[src/rtl/axis_snoop_pkg.sv]
// Shared definitions for the AXI-Stream snoop arbiter.
//   MAX_INTERFACES : number of snoop ports on the top level (fixed at 4)
//   arb_state_e    : merge FSM states (IDLE picks a channel, SEND drains one packet)
//   entry_width()  : width of one stored FIFO entry {tlast, tdata} for a data width
package axis_snoop_pkg;

  localparam int MAX_INTERFACES = 4;

  typedef enum logic [0:0] {
    IDLE = 1'b0,
    SEND = 1'b1
  } arb_state_e;

  // The FIFO entry is {tlast, tdata}; the FIFO builds its packed entry type
  // from this width so the layout stays in one place.
  function automatic int entry_width(input int data_width);
    return data_width + 1;
  endfunction

endpackage

[src/rtl/axis_snoop_pkt_fifo.sv]
// Per-channel store-and-forward packet FIFO.
// Beats are written at a speculative write pointer; a beat carrying tlast
// commits the packet by advancing the committed pointer and the packet count.
// If a beat arrives while the FIFO is full, the partial packet is rolled back
// and the remainder of that packet (through tlast) is discarded, so committed
// packets are never disturbed.
// Ports:
//   clk, rst_n            clock, asynchronous active-low reset
//   in_beat               a snooped beat is present this cycle (tvalid && tready)
//   in_data, in_last      snooped tdata / tlast
//   pop                   consume the head entry (only issued on committed data)
//   head_data, head_last  head entry, combinational read
//   has_packet            at least one committed packet is stored
module axis_snoop_pkt_fifo
  import axis_snoop_pkg::*;
#(
  parameter int W     = 8,
  parameter int DEPTH = 16
) (
  input  logic         clk,
  input  logic         rst_n,
  input  logic         in_beat,
  input  logic [W-1:0] in_data,
  input  logic         in_last,
  input  logic         pop,
  output logic [W-1:0] head_data,
  output logic         head_last,
  output logic         has_packet
);

  localparam int AW = $clog2(DEPTH);
  localparam int EW = entry_width(W);

  typedef struct packed {
    logic         tlast;
    logic [W-1:0] tdata;
  } entry_t;

  entry_t       mem [DEPTH];
  logic [AW:0]  wr_ptr;
  logic [AW:0]  committed_ptr;
  logic [AW:0]  rd_ptr;
  logic [AW:0]  pkt_count;
  logic         dropping;
  logic         full;
  logic         wr_en;
  logic         commit;
  logic         pop_last;
  entry_t       head;
  logic [EW-1:0] head_bits;

  // Occupancy includes the uncommitted tail, so a long packet hits full.
  assign full     = (wr_ptr - rd_ptr) == (AW+1)'(DEPTH);
  assign wr_en    = in_beat && !dropping && !full;
  assign commit   = wr_en && in_last;
  assign head     = mem[rd_ptr[AW-1:0]];
  assign head_bits = head;
  assign pop_last = pop && head.tlast;

  assign head_data  = head_bits[W-1:0];
  assign head_last  = head_bits[W];
  assign has_packet = (pkt_count != '0);

  always_ff @(posedge clk) begin
    if (wr_en) begin
      mem[wr_ptr[AW-1:0]] <= '{tlast: in_last, tdata: in_data};
    end
  end

  always_ff @(posedge clk or negedge rst_n) begin
    if (!rst_n) begin
      wr_ptr        <= '0;
      committed_ptr <= '0;
      rd_ptr        <= '0;
      dropping      <= 1'b0;
    end else begin
      if (in_beat) begin
        if (dropping) begin
          // Discard until the end of the overflowed packet.
          if (in_last) dropping <= 1'b0;
        end else if (full) begin
          wr_ptr   <= committed_ptr;
          dropping <= !in_last;
        end else begin
          wr_ptr <= wr_ptr + 1'b1;
          if (in_last) committed_ptr <= wr_ptr + 1'b1;
        end
      end
      if (pop) rd_ptr <= rd_ptr + 1'b1;
    end
  end

  // Commit and completed pop on the same edge cancel out.
  always_ff @(posedge clk or negedge rst_n) begin
    if (!rst_n) begin
      pkt_count <= '0;
    end else begin
      case ({commit, pop_last})
        2'b10:   pkt_count <= pkt_count + 1'b1;
        2'b01:   pkt_count <= pkt_count - 1'b1;
        default: pkt_count <= pkt_count;
      endcase
    end
  end

endmodule

[src/rtl/axis_snoop_arbiter.sv]
// Passive AXI-Stream packet aggregator.
// Snoops up to four AXI-Stream links (never back-pressuring them), buffers
// complete packets per channel, and merges them round-robin onto one master
// stream without interleaving packets.
// Handshake: a snooped beat is captured on an edge where s0N tvalid && tready;
// an output beat transfers on an edge where m_axis_tvalid && m_axis_tready, and
// while m_axis_tready is low the output valid/data/last are held stable.
// Ports:
//   axis_aclk, axis_aresetn     clock, asynchronous active-low reset
//   s0N_axis_tvalid/tready/     snooped link N (all inputs)
//   tdata/tlast
//   m_axis_tvalid/tdata/tlast   merged stream (outputs)
//   m_axis_tready               merged stream back-pressure (input)
module axis_snoop_arbiter
  import axis_snoop_pkg::*;
#(
  parameter int NUM_INTERFACES = 2,
  parameter int PORT_WIDTH     = 8,
  parameter int FIFO_DEPTH     = 16
) (
  input  logic                  axis_aclk,
  input  logic                  axis_aresetn,
  input  logic                  s00_axis_tvalid,
  input  logic                  s00_axis_tready,
  input  logic [PORT_WIDTH-1:0] s00_axis_tdata,
  input  logic                  s00_axis_tlast,
  input  logic                  s01_axis_tvalid,
  input  logic                  s01_axis_tready,
  input  logic [PORT_WIDTH-1:0] s01_axis_tdata,
  input  logic                  s01_axis_tlast,
  input  logic                  s02_axis_tvalid,
  input  logic                  s02_axis_tready,
  input  logic [PORT_WIDTH-1:0] s02_axis_tdata,
  input  logic                  s02_axis_tlast,
  input  logic                  s03_axis_tvalid,
  input  logic                  s03_axis_tready,
  input  logic [PORT_WIDTH-1:0] s03_axis_tdata,
  input  logic                  s03_axis_tlast,
  output logic                  m_axis_tvalid,
  input  logic                  m_axis_tready,
  output logic [PORT_WIDTH-1:0] m_axis_tdata,
  output logic                  m_axis_tlast
);

  logic [MAX_INTERFACES-1:0] in_beat;
  logic [MAX_INTERFACES-1:0] in_last;
  logic [PORT_WIDTH-1:0]     in_data   [MAX_INTERFACES];
  logic [MAX_INTERFACES-1:0] has_pkt;
  logic [MAX_INTERFACES-1:0] head_last;
  logic [PORT_WIDTH-1:0]     head_data [MAX_INTERFACES];
  logic [MAX_INTERFACES-1:0] pop;

  arb_state_e state;
  logic [1:0] grant;
  logic [1:0] rr_ptr;
  logic [1:0] next_grant;
  logic [1:0] rr_next;
  logic       found;

  assign in_beat[0] = s00_axis_tvalid && s00_axis_tready;
  assign in_beat[1] = s01_axis_tvalid && s01_axis_tready;
  assign in_beat[2] = s02_axis_tvalid && s02_axis_tready;
  assign in_beat[3] = s03_axis_tvalid && s03_axis_tready;
  assign in_last    = {s03_axis_tlast, s02_axis_tlast, s01_axis_tlast, s00_axis_tlast};
  assign in_data[0] = s00_axis_tdata;
  assign in_data[1] = s01_axis_tdata;
  assign in_data[2] = s02_axis_tdata;
  assign in_data[3] = s03_axis_tdata;

  for (genvar i = 0; i < MAX_INTERFACES; i++) begin : g_ch
    if (i < NUM_INTERFACES) begin : g_on
      axis_snoop_pkt_fifo #(
        .W    (PORT_WIDTH),
        .DEPTH(FIFO_DEPTH)
      ) u_fifo (
        .clk       (axis_aclk),
        .rst_n     (axis_aresetn),
        .in_beat   (in_beat[i]),
        .in_data   (in_data[i]),
        .in_last   (in_last[i]),
        .pop       (pop[i]),
        .head_data (head_data[i]),
        .head_last (head_last[i]),
        .has_packet(has_pkt[i])
      );
    end else begin : g_off
      // Inactive channel: never has a packet, so it is never granted.
      assign has_pkt[i]   = 1'b0;
      assign head_last[i] = 1'b0;
      assign head_data[i] = '0;
    end
  end

  // Round-robin scan starting at rr_ptr, wrapping within the active channels.
  always_comb begin
    int idx;
    found      = 1'b0;
    next_grant = rr_ptr;
    idx        = 0;
    for (int k = 0; k < MAX_INTERFACES; k++) begin
      idx = (int'(rr_ptr) + k) % NUM_INTERFACES;
      if (k < NUM_INTERFACES && !found && has_pkt[idx]) begin
        found      = 1'b1;
        next_grant = 2'(idx);
      end
    end
  end

  assign rr_next = 2'((int'(grant) + 1) % NUM_INTERFACES);

  always_comb begin
    pop = '0;
    if (state == SEND && m_axis_tready) pop[grant] = 1'b1;
  end

  assign m_axis_tvalid = (state == SEND);
  assign m_axis_tdata  = (state == SEND) ? head_data[grant] : '0;
  assign m_axis_tlast  = (state == SEND) && head_last[grant];

  always_ff @(posedge axis_aclk or negedge axis_aresetn) begin
    if (!axis_aresetn) begin
      state  <= IDLE;
      grant  <= '0;
      rr_ptr <= '0;
    end else begin
      case (state)
        IDLE: begin
          if (found) begin
            grant <= next_grant;
            state <= SEND;
          end
        end
        SEND: begin
          if (m_axis_tready && head_last[grant]) begin
            rr_ptr <= rr_next;
            state  <= IDLE;
          end
        end
        default: state <= IDLE;
      endcase
    end
  end

endmodule

[config.mk]
export PLATFORM = sky130hd
export DESIGN_NAME = axis_snoop_arbiter
export DESIGN_NICKNAME = d
export VERILOG_FILES = /design/src/rtl/axis_snoop_pkg.sv /design/src/rtl/axis_snoop_pkt_fifo.sv /design/src/rtl/axis_snoop_arbiter.sv
export SDC_FILE = /design/constraint.sdc
export NUM_CORES = 1
export LEC_CHECK = 0
export CAP_MARGIN = 10
export CORE_MARGIN = 4
export CORE_UTILIZATION = 60
export CTS_BUF_LIST = sky130_fd_sc_hd__clkbuf_16
export CTS_CLUSTER_DIAMETER = 50
export DETAILED_ROUTE_END_ITERATION = 10
export PLACE_DENSITY = 0.87
export SETUP_SLACK_MARGIN = 0.3
export SLEW_MARGIN = 20
export SYNTH_ARGS = -nofsm -noshare
export SYNTH_HDL_FRONTEND = slang
export SYNTH_SLANG_ARGS = --single-unit
[constraint.sdc]
create_clock -name axis_aclk -period 5.1 [get_ports axis_aclk]
set_input_delay 0.765 -clock axis_aclk [delete_from_list [all_inputs] [get_ports axis_aclk]]
set_output_delay 0.765 -clock axis_aclk [all_outputs]
set_load 0.02 [all_outputs]
# Word-level counts from Yosys, hierarchy flattened
# Memory sizes are Yosys's and may differ from the RTL's.
# Cells that the tools add are included.
[word_totals]
register_bits = 47
ramBits = 288
inputBits = 47
out_inout_bits = 10
wordCells = 113
n_memories = 2
[memory_table]
columns = ["memory", "words", "width", "rd", "rd_ports_with_merged_regs", "wr", "line", "rtl"]
rows = [
  ["g_ch[0].g_on.u_fifo.mem", 16, 9, 1, 0, 1, "axis_snoop_pkt_fifo.sv:39", "entry_t mem [DEPTH];"],
  ["g_ch[1].g_on.u_fifo.mem", 16, 9, 1, 0, 1, "axis_snoop_pkt_fifo.sv:39", ""],
]
[classes]
add_sub_neg = 12
magnitude_cmp = 5
n_eq_ne = 6
n_mux = 35
n_bitwise = 8
n_reduce_logical = 32
[ops]
columns = ["operator", "count"]
rows = [
  ["$add 5x1->5 const B", 6],
  ["$mux 8", 3],
  ["$mux 1", 20],
  ["$pmux 5 s2", 2],
  ["$bmux 8 s2", 1],
  ["$logic_and 1x1->1", 15],
  ["$eq 5x5->1 const B", 2],
  ["$mux 5", 2],
  ["$reduce_bool 5->1", 2],
  ["$sub 5x1->5 const B", 2],
  ["$sub 5x5->5", 2],
  ["$reduce_and 2->1", 4],
  ["$reduce_and 4->1", 2],
  ["$logic_not 1->1", 7],
  ["$mux 2", 3],
  ["$not 1->1", 5],
  ["$bmux 1 s2", 2],
  ["$eq 2x1->1 const B", 2],
  ["$eq 2x2->1 const B", 2],
  ["$lt 2x4->1 const B", 1],
  ["$reduce_bool 2->1", 2],
  ["$ge 3x3->1 const B", 1],
  ["$lt 1x3->1 const B", 1],
  ["$lt 2x3->1 const B", 1],
  ["6 further kinds", 8],
]

# Longest topological paths before layout
[depth]
word_depth = 9
mapped_depth = 17
mapped_depth_nobuf = 14

# Cells and area by module
# From an unflattened synthesis, not the netlist that was laid out.
[hier_totals]
hier_cells = 718
hier_area_um2 = 13923.4
[modules_own_cells]
columns = ["mod", "n_inst", "cells_each", "area_each_um2", "seq_area_each_um2"]
rows = [
  ["axis_snoop_pkt_fifo at g_ch[0].g_on.u_fifo", 1, 340, 6784.0, 4849.7],
  ["axis_snoop_pkt_fifo at g_ch[1].g_on.u_fifo", 1, 340, 6782.8, 4849.7],
  ["axis_snoop_arbiter", 1, 38, 356.6, 75.1],
]

# Worst setup path after synthesis
# No wires, ideal clock.
[synth_timing]
kind = "reg-to-reg"
startpoint = "reg g_ch[1].g_on.u_fifo.rd_ptr[1]"
endpoint = "reg g_ch[1].g_on.u_fifo.pkt_count[4]"
setup_ns = 0.079
t_arrival_ns = 3.625
t_required_ns = 5.021
slack_ns = 1.396
path_stages_with_launch = 18
n_path_buf = 3
synth_period_minus_slack_ns = 3.704
path_cell_list = "dfrtp_1 > clkbuf_1 > buf_1 > inv_1 > ha_1 > and3b_1 > o211a_1 > o211ai_4 > nand3_2 > ha_1 > clkbuf_1 > xor2_1 > ha_1 > inv_1 > o21ai_0 > a21o_1 > a31oi_1 > xor2_1"
[synth_between]
elab_chain_cells = 7
word_cells_on_any_way = 11
cone_classes = "add/sub (1); eq/ne (3); mux (1); reduce/logical (5); memory (1)"
[synth_lines]
columns = ["item", "line", "rtl"]
rows = [
  ["start, declared", "axis_snoop_pkt_fifo.sv:42", "logic [AW:0] rd_ptr;"],
  ["start signal, assigned", "axis_snoop_pkt_fifo.sv:89", "if (pop) rd_ptr <= rd_ptr + 1'b1;"],
  ["$sub 5x5->5", "axis_snoop_pkt_fifo.sv:53", "assign full = (wr_ptr - rd_ptr) == (AW+1)'(DEPTH);"],
  ["$eq 5x5->1", "axis_snoop_pkt_fifo.sv:53", ""],
  ["$logic_not 1->1", "axis_snoop_pkt_fifo.sv:54", "assign wr_en = in_beat && !dropping && !full;"],
  ["$logic_and 1x1->1", "axis_snoop_pkt_fifo.sv:54", ""],
  ["$logic_and 1x1->1", "axis_snoop_pkt_fifo.sv:55", "assign commit = wr_en && in_last;"],
  ["$eq 2x1->1 or $eq 2x2->1 (tied branches)", "axis_snoop_pkt_fifo.sv:98", "case ({commit, pop_last})"],
  ["$pmux 5 s2 or $reduce_bool 2->1 (tied branches)", "n/a", ""],
  ["end signal, assigned", "axis_snoop_pkt_fifo.sv:99", "2'b10: pkt_count <= pkt_count + 1'b1;"],
  ["end signal, assigned", "axis_snoop_pkt_fifo.sv:100", "2'b01: pkt_count <= pkt_count - 1'b1;"],
  ["end signal, assigned", "axis_snoop_pkt_fifo.sv:101", "default: pkt_count <= pkt_count;"],
  ["end, declared", "axis_snoop_pkt_fifo.sv:43", "logic [AW:0] pkt_count;"],
]
# Several ways; a longest one is shown, not always the timed one.
# A chain may end at the register's enable or synchronous reset.

# Worst setup path in the final report
[layout_timing]
startpoint = "reg g_ch[0].g_on.u_fifo.rd_ptr[3]"
endpoint = "reg g_ch[0].g_on.u_fifo.pkt_count[4]"
[layout_between]
elab_chain_cells = 7
word_cells_on_any_way = 11
cone_classes = "add/sub (1); eq/ne (3); mux (1); reduce/logical (5); memory (1)"
[layout_lines]
columns = ["item", "line"]
rows = [
  ["start, declared", "axis_snoop_pkt_fifo.sv:42"],
  ["start signal, assigned", "axis_snoop_pkt_fifo.sv:89"],
  ["$sub 5x5->5", "axis_snoop_pkt_fifo.sv:53"],
  ["$eq 5x5->1", "axis_snoop_pkt_fifo.sv:53"],
  ["$logic_not 1->1", "axis_snoop_pkt_fifo.sv:54"],
  ["$logic_and 1x1->1", "axis_snoop_pkt_fifo.sv:54"],
  ["$logic_and 1x1->1", "axis_snoop_pkt_fifo.sv:55"],
  ["$eq 2x1->1 or $eq 2x2->1 (tied branches)", "axis_snoop_pkt_fifo.sv:98"],
  ["$pmux 5 s2 or $reduce_bool 2->1 (tied branches)", "n/a"],
  ["end signal, assigned", "axis_snoop_pkt_fifo.sv:99"],
  ["end signal, assigned", "axis_snoop_pkt_fifo.sv:100"],
  ["end signal, assigned", "axis_snoop_pkt_fifo.sv:101"],
  ["end, declared", "axis_snoop_pkt_fifo.sv:43"],
]
# Several ways; a longest one is shown, not always the timed one.

==> metrics.yaml <==
synthesis:
  synth_top_family_by_area: "multiplexers"
  ys.flop_type: "edfxtp_1"
  synth_edf_count: 288
  synthSimpleGateAreaFrac_pct: 4.82
  synth_compound_area_share_pct: 3.83
  synth_xor_area_share_pct: 2.23
  netlist_top_cells_count: "edfxtp_1 (288), mux4_2 (80), dfrtp_1 (45)"
  yosysSeqAreaShare_pct: 70.4
  syn_nets: 820
  synthCells: 749
  synth_top_area_share_pct: 62.3
  async_flop_share_pct: 13.5
  synth.cell_area_mm2: 0.0139
  synth_cell_types: 60
  yosysTopAreaCell: "edfxtp_1"
  yosysMostFrequentCell: "edfxtp_1"
  syn_area_per_cell_um2: 18.5
  yosys_warnings: 0
  synthTopCellsByArea: "edfxtp_1 (62%), mux4_2 (13%), dfrtp_1 (8.1%)"
  synth_mux_area_share_pct: 14.9
  synth_seq_cells: 333
  synthAdderAreaFrac_pct: 2.16
clock_tree:
  cts_root_buf: "clkbuf_16"
  cts_resized: 0
  htreeDepth: 2
  path_clk_slew_ns: 0.06
  clock-sinks: 333
  clockBufferDepth: 3
  numCtsBuffers: 34
  cts_tree: "yes"
  postCtsSetupBuffers: 0
  clk_latency_ns: 0.52
  hold_buffers: 0
drt:
  wl_met3_um: 1650
  vias_per_cell: 6.54
  met2WireLength_um: 15000
  drt_pass1_iterations: 5
  drtIter0Drc: 747
  top_layer: "met4"
  vias: 7254
  routed_wl_um: 28200
  wl_met1_um: 10800
  drc_errors: 0
  post_drt_wl_per_cell_um: 25.4
  drtAntennaViolNets: 0
setup_path:
  start_kind: "flop"
  critPathKind: "reg -> reg"
  cp.arrival_ns: 4.56
  path_buf_inv: 1
  cp_common_cell: "ha_1"
  rr_endpoint: "g_ch[0].g_on.u_fifo.pkt_count[4]"
  regToRegStartpoint: "g_ch[0].g_on.u_fifo.rd_ptr[3]"
  worstPathMaxFanout: 15
  worstSetupEndpointType: "flop"
  cp_slowest_cell: "inv_1"
  worst_r2r_path_depth: 14
  reg2reg_slack_ns: 0.94
  slowest_delay_ns: 0.51
  cp_cell_sequence: "inv_1 -> ha_1 -> xnor3_1 -> nand4_1 -> a211o_1 -> nand3_2 -> ha_1 -> xor2_1 -> ha_1 -> a211oi_1 -> a21oi_1 -> a32oi_1 -> nor2_1 -> xor2_1"
  worstPathRequired_ns: 5.49
  crit_family: "compound AO/OA/AOI/OAI gates"
floorplanning:
  die_h_um: 160
  core_area_mm2: 0.0227
  dieWidth_um: 160
  ios: 57
  start_util_pct: 61.2
  rows: 55
  die-area_mm2: 0.0256
global_route:
  antenna_found_initial: 0
  grt_pass1_vias: 7663
  grt_max_degree: 46
  grt_pass1_wl_um: 44500
  overflow: 0
  grtUsageTotal_pct: 22.5
sta:
  worst_pin_slew_ns: 1.08
  tns_ns: 0
  timing.fmax_mhz: 240
  period_share_pct: 81.6
  drv_slew: 0
  slew_headroom_pct: 27.5
  rsz0062_at_grt: "false"
  final-setup-viol-count: 0
  period_minus_slack_ns: 4.16
  skew_ns: 0.0163
  final_hold_viol_count: 0
place:
  hpwl_um: 17900
  gp_congestion: 0.878
  place.port_buffers: 34
cells_and_area:
  final_nets: 871
  n_antenna_cell: 0
  area_delta_synth_final_pct: 12.5
  final_layout_size_suffix_gt1_share_pct: 19.9
worst_hold_path:
  min_path_type: "in -> async"
power:
  finalPower_mw: 8.95
  leakage_nw: 5.34
  powerDensity_mw_per_mm2: 573
  ir_drop_mv: 0.296
flow_run:
  max_cap_violations: 0
run_status:
  outcome: "finished, final reports clean"
-- cell usage in the layout, fill, tap and decap left out, drive strengths merged, types with 3 or more instances in the layout --
master | netlist | routed
edfxtp | 288 | 288
mux4 | 80 | 80
dfrtp | 45 | 45
nor2 | 43 | 43
clkbuf | 18 | 37
clkdlybuf4s50 | 0 | 33
inv | 17 | 28
ha | 24 | 24
nand3 | 22 | 22
nand2 | 20 | 20
xnor2 | 16 | 16
buf | 16 | 16
nor3 | 15 | 15
xor2 | 14 | 14
mux2i | 13 | 13
a21oi | 12 | 12
mux2 | 12 | 12
nand4 | 10 | 10
a211oi | 10 | 10
clkinv | 1 | 10
o21ai | 8 | 8
o221ai | 7 | 7
nand2b | 6 | 6
o221a | 6 | 6
a31oi | 5 | 5
nand3b | 3 | 3
nor2b | 3 | 3
a21o | 3 | 3
and3 | 3 | 3
-- sequential cells by signal (all words and copies together), names as in the netlist --
register,count
g_ch.g_on.u_fifo.dropping,2
rr_ptr,1
g_ch.g_on.u_fifo.rd_ptr,10
grant,1
g_ch.g_on.u_fifo.mem,288
g_ch.g_on.u_fifo.committed_ptr,10
g_ch.g_on.u_fifo.pkt_count,10
g_ch.g_on.u_fifo.wr_ptr,10
m_axis_tvalid,1
-- how the worst max path moves through the flow --
stage	to	slack [ns]	start	cells past startpoint
final	g_ch[0].g_on.u_fifo.pkt_count[4]	0.94	g_ch[0].g_on.u_fifo.rd_ptr[3]	14
after global routing	g_ch[0].g_on.u_fifo.pkt_count[4]	0.66	g_ch[0].g_on.u_fifo.rd_ptr[3]	14
after CTS	g_ch[0].g_on.u_fifo.pkt_count[4]	0.99	g_ch[0].g_on.u_fifo.rd_ptr[3]	14
after detailed placement	g_ch[0].g_on.u_fifo.pkt_count[4]	1.01	g_ch[0].g_on.u_fifo.rd_ptr[3]	14
after global placement	g_ch[1].g_on.u_fifo.pkt_count[4]	1.25	g_ch[1].g_on.u_fifo.rd_ptr[2]	14
after floorplan	g_ch[1].g_on.u_fifo.pkt_count[4]	1.40	g_ch[1].g_on.u_fifo.rd_ptr[1]	17
-- through the flow --
step                      hold slack (ns)  std cells  worst slack, ns  util (%)  instance area (µm²)
after floorplan                     0.442        749             1.40         -                13900
after global placement              0.458       1049             1.25      64.0                14500
after global routing                0.295       1110            0.662      68.8                15600
final                               0.250       1110            0.936      68.8                15600
after CTS                           0.453       1110            0.991      68.8                15600
after detailed placement            0.466       1049             1.01      64.0                14500
-- cell families after synthesis --
| group | after synthesis |
|---|---|
| xor+xnor | 32 |
| fa+ha+maj | 24 |
| compound gates | 70 |
| simple gates | 133 |
| flops | 333 |
| buf+inv | 52 |
| mux | 105 |
-- area by class of cell --
class / count / area [µm²]
clock buffer: 37 / 926
clock inverter: 24 / 161
fill: 1356 / 7080
inverter: 18 / 67.6
multi-input combinational: 364 / 3880
sequential: 333 / 9780
tap: 285 / 357
timing repair buffer: 49 / 463
-- metal layers --
metal  vias up  GRT usage (%)
li1       3132              -
met1      3784           29.4
met2       276           39.3
met3        62           3.66
met4         0           6.96
met5         -              0
-- power breakdown --
part           internal (mW)  switching [mW]  total [mW]
logic                   1.38            1.57        2.96
registers               3.26           0.325        3.59
clock network           1.41            1.00        2.41
-- worst register-to-register path, cell delays in order, from the launching register on --
cell and delay (ns):
dfrtp_1 0.41, inv_1 0.51, ha_1 0.27, xnor3_1 0.38, nand4_1 0.14, a211o_1 0.43
nand3_2 0.28, ha_1 0.39, xor2_1 0.21, ha_1 0.23, a211oi_1 0.35, a21oi_1 0.08
a32oi_1 0.16, nor2_1 0.07, xor2_1 0.14
Power figures use the tool's default switching activity.
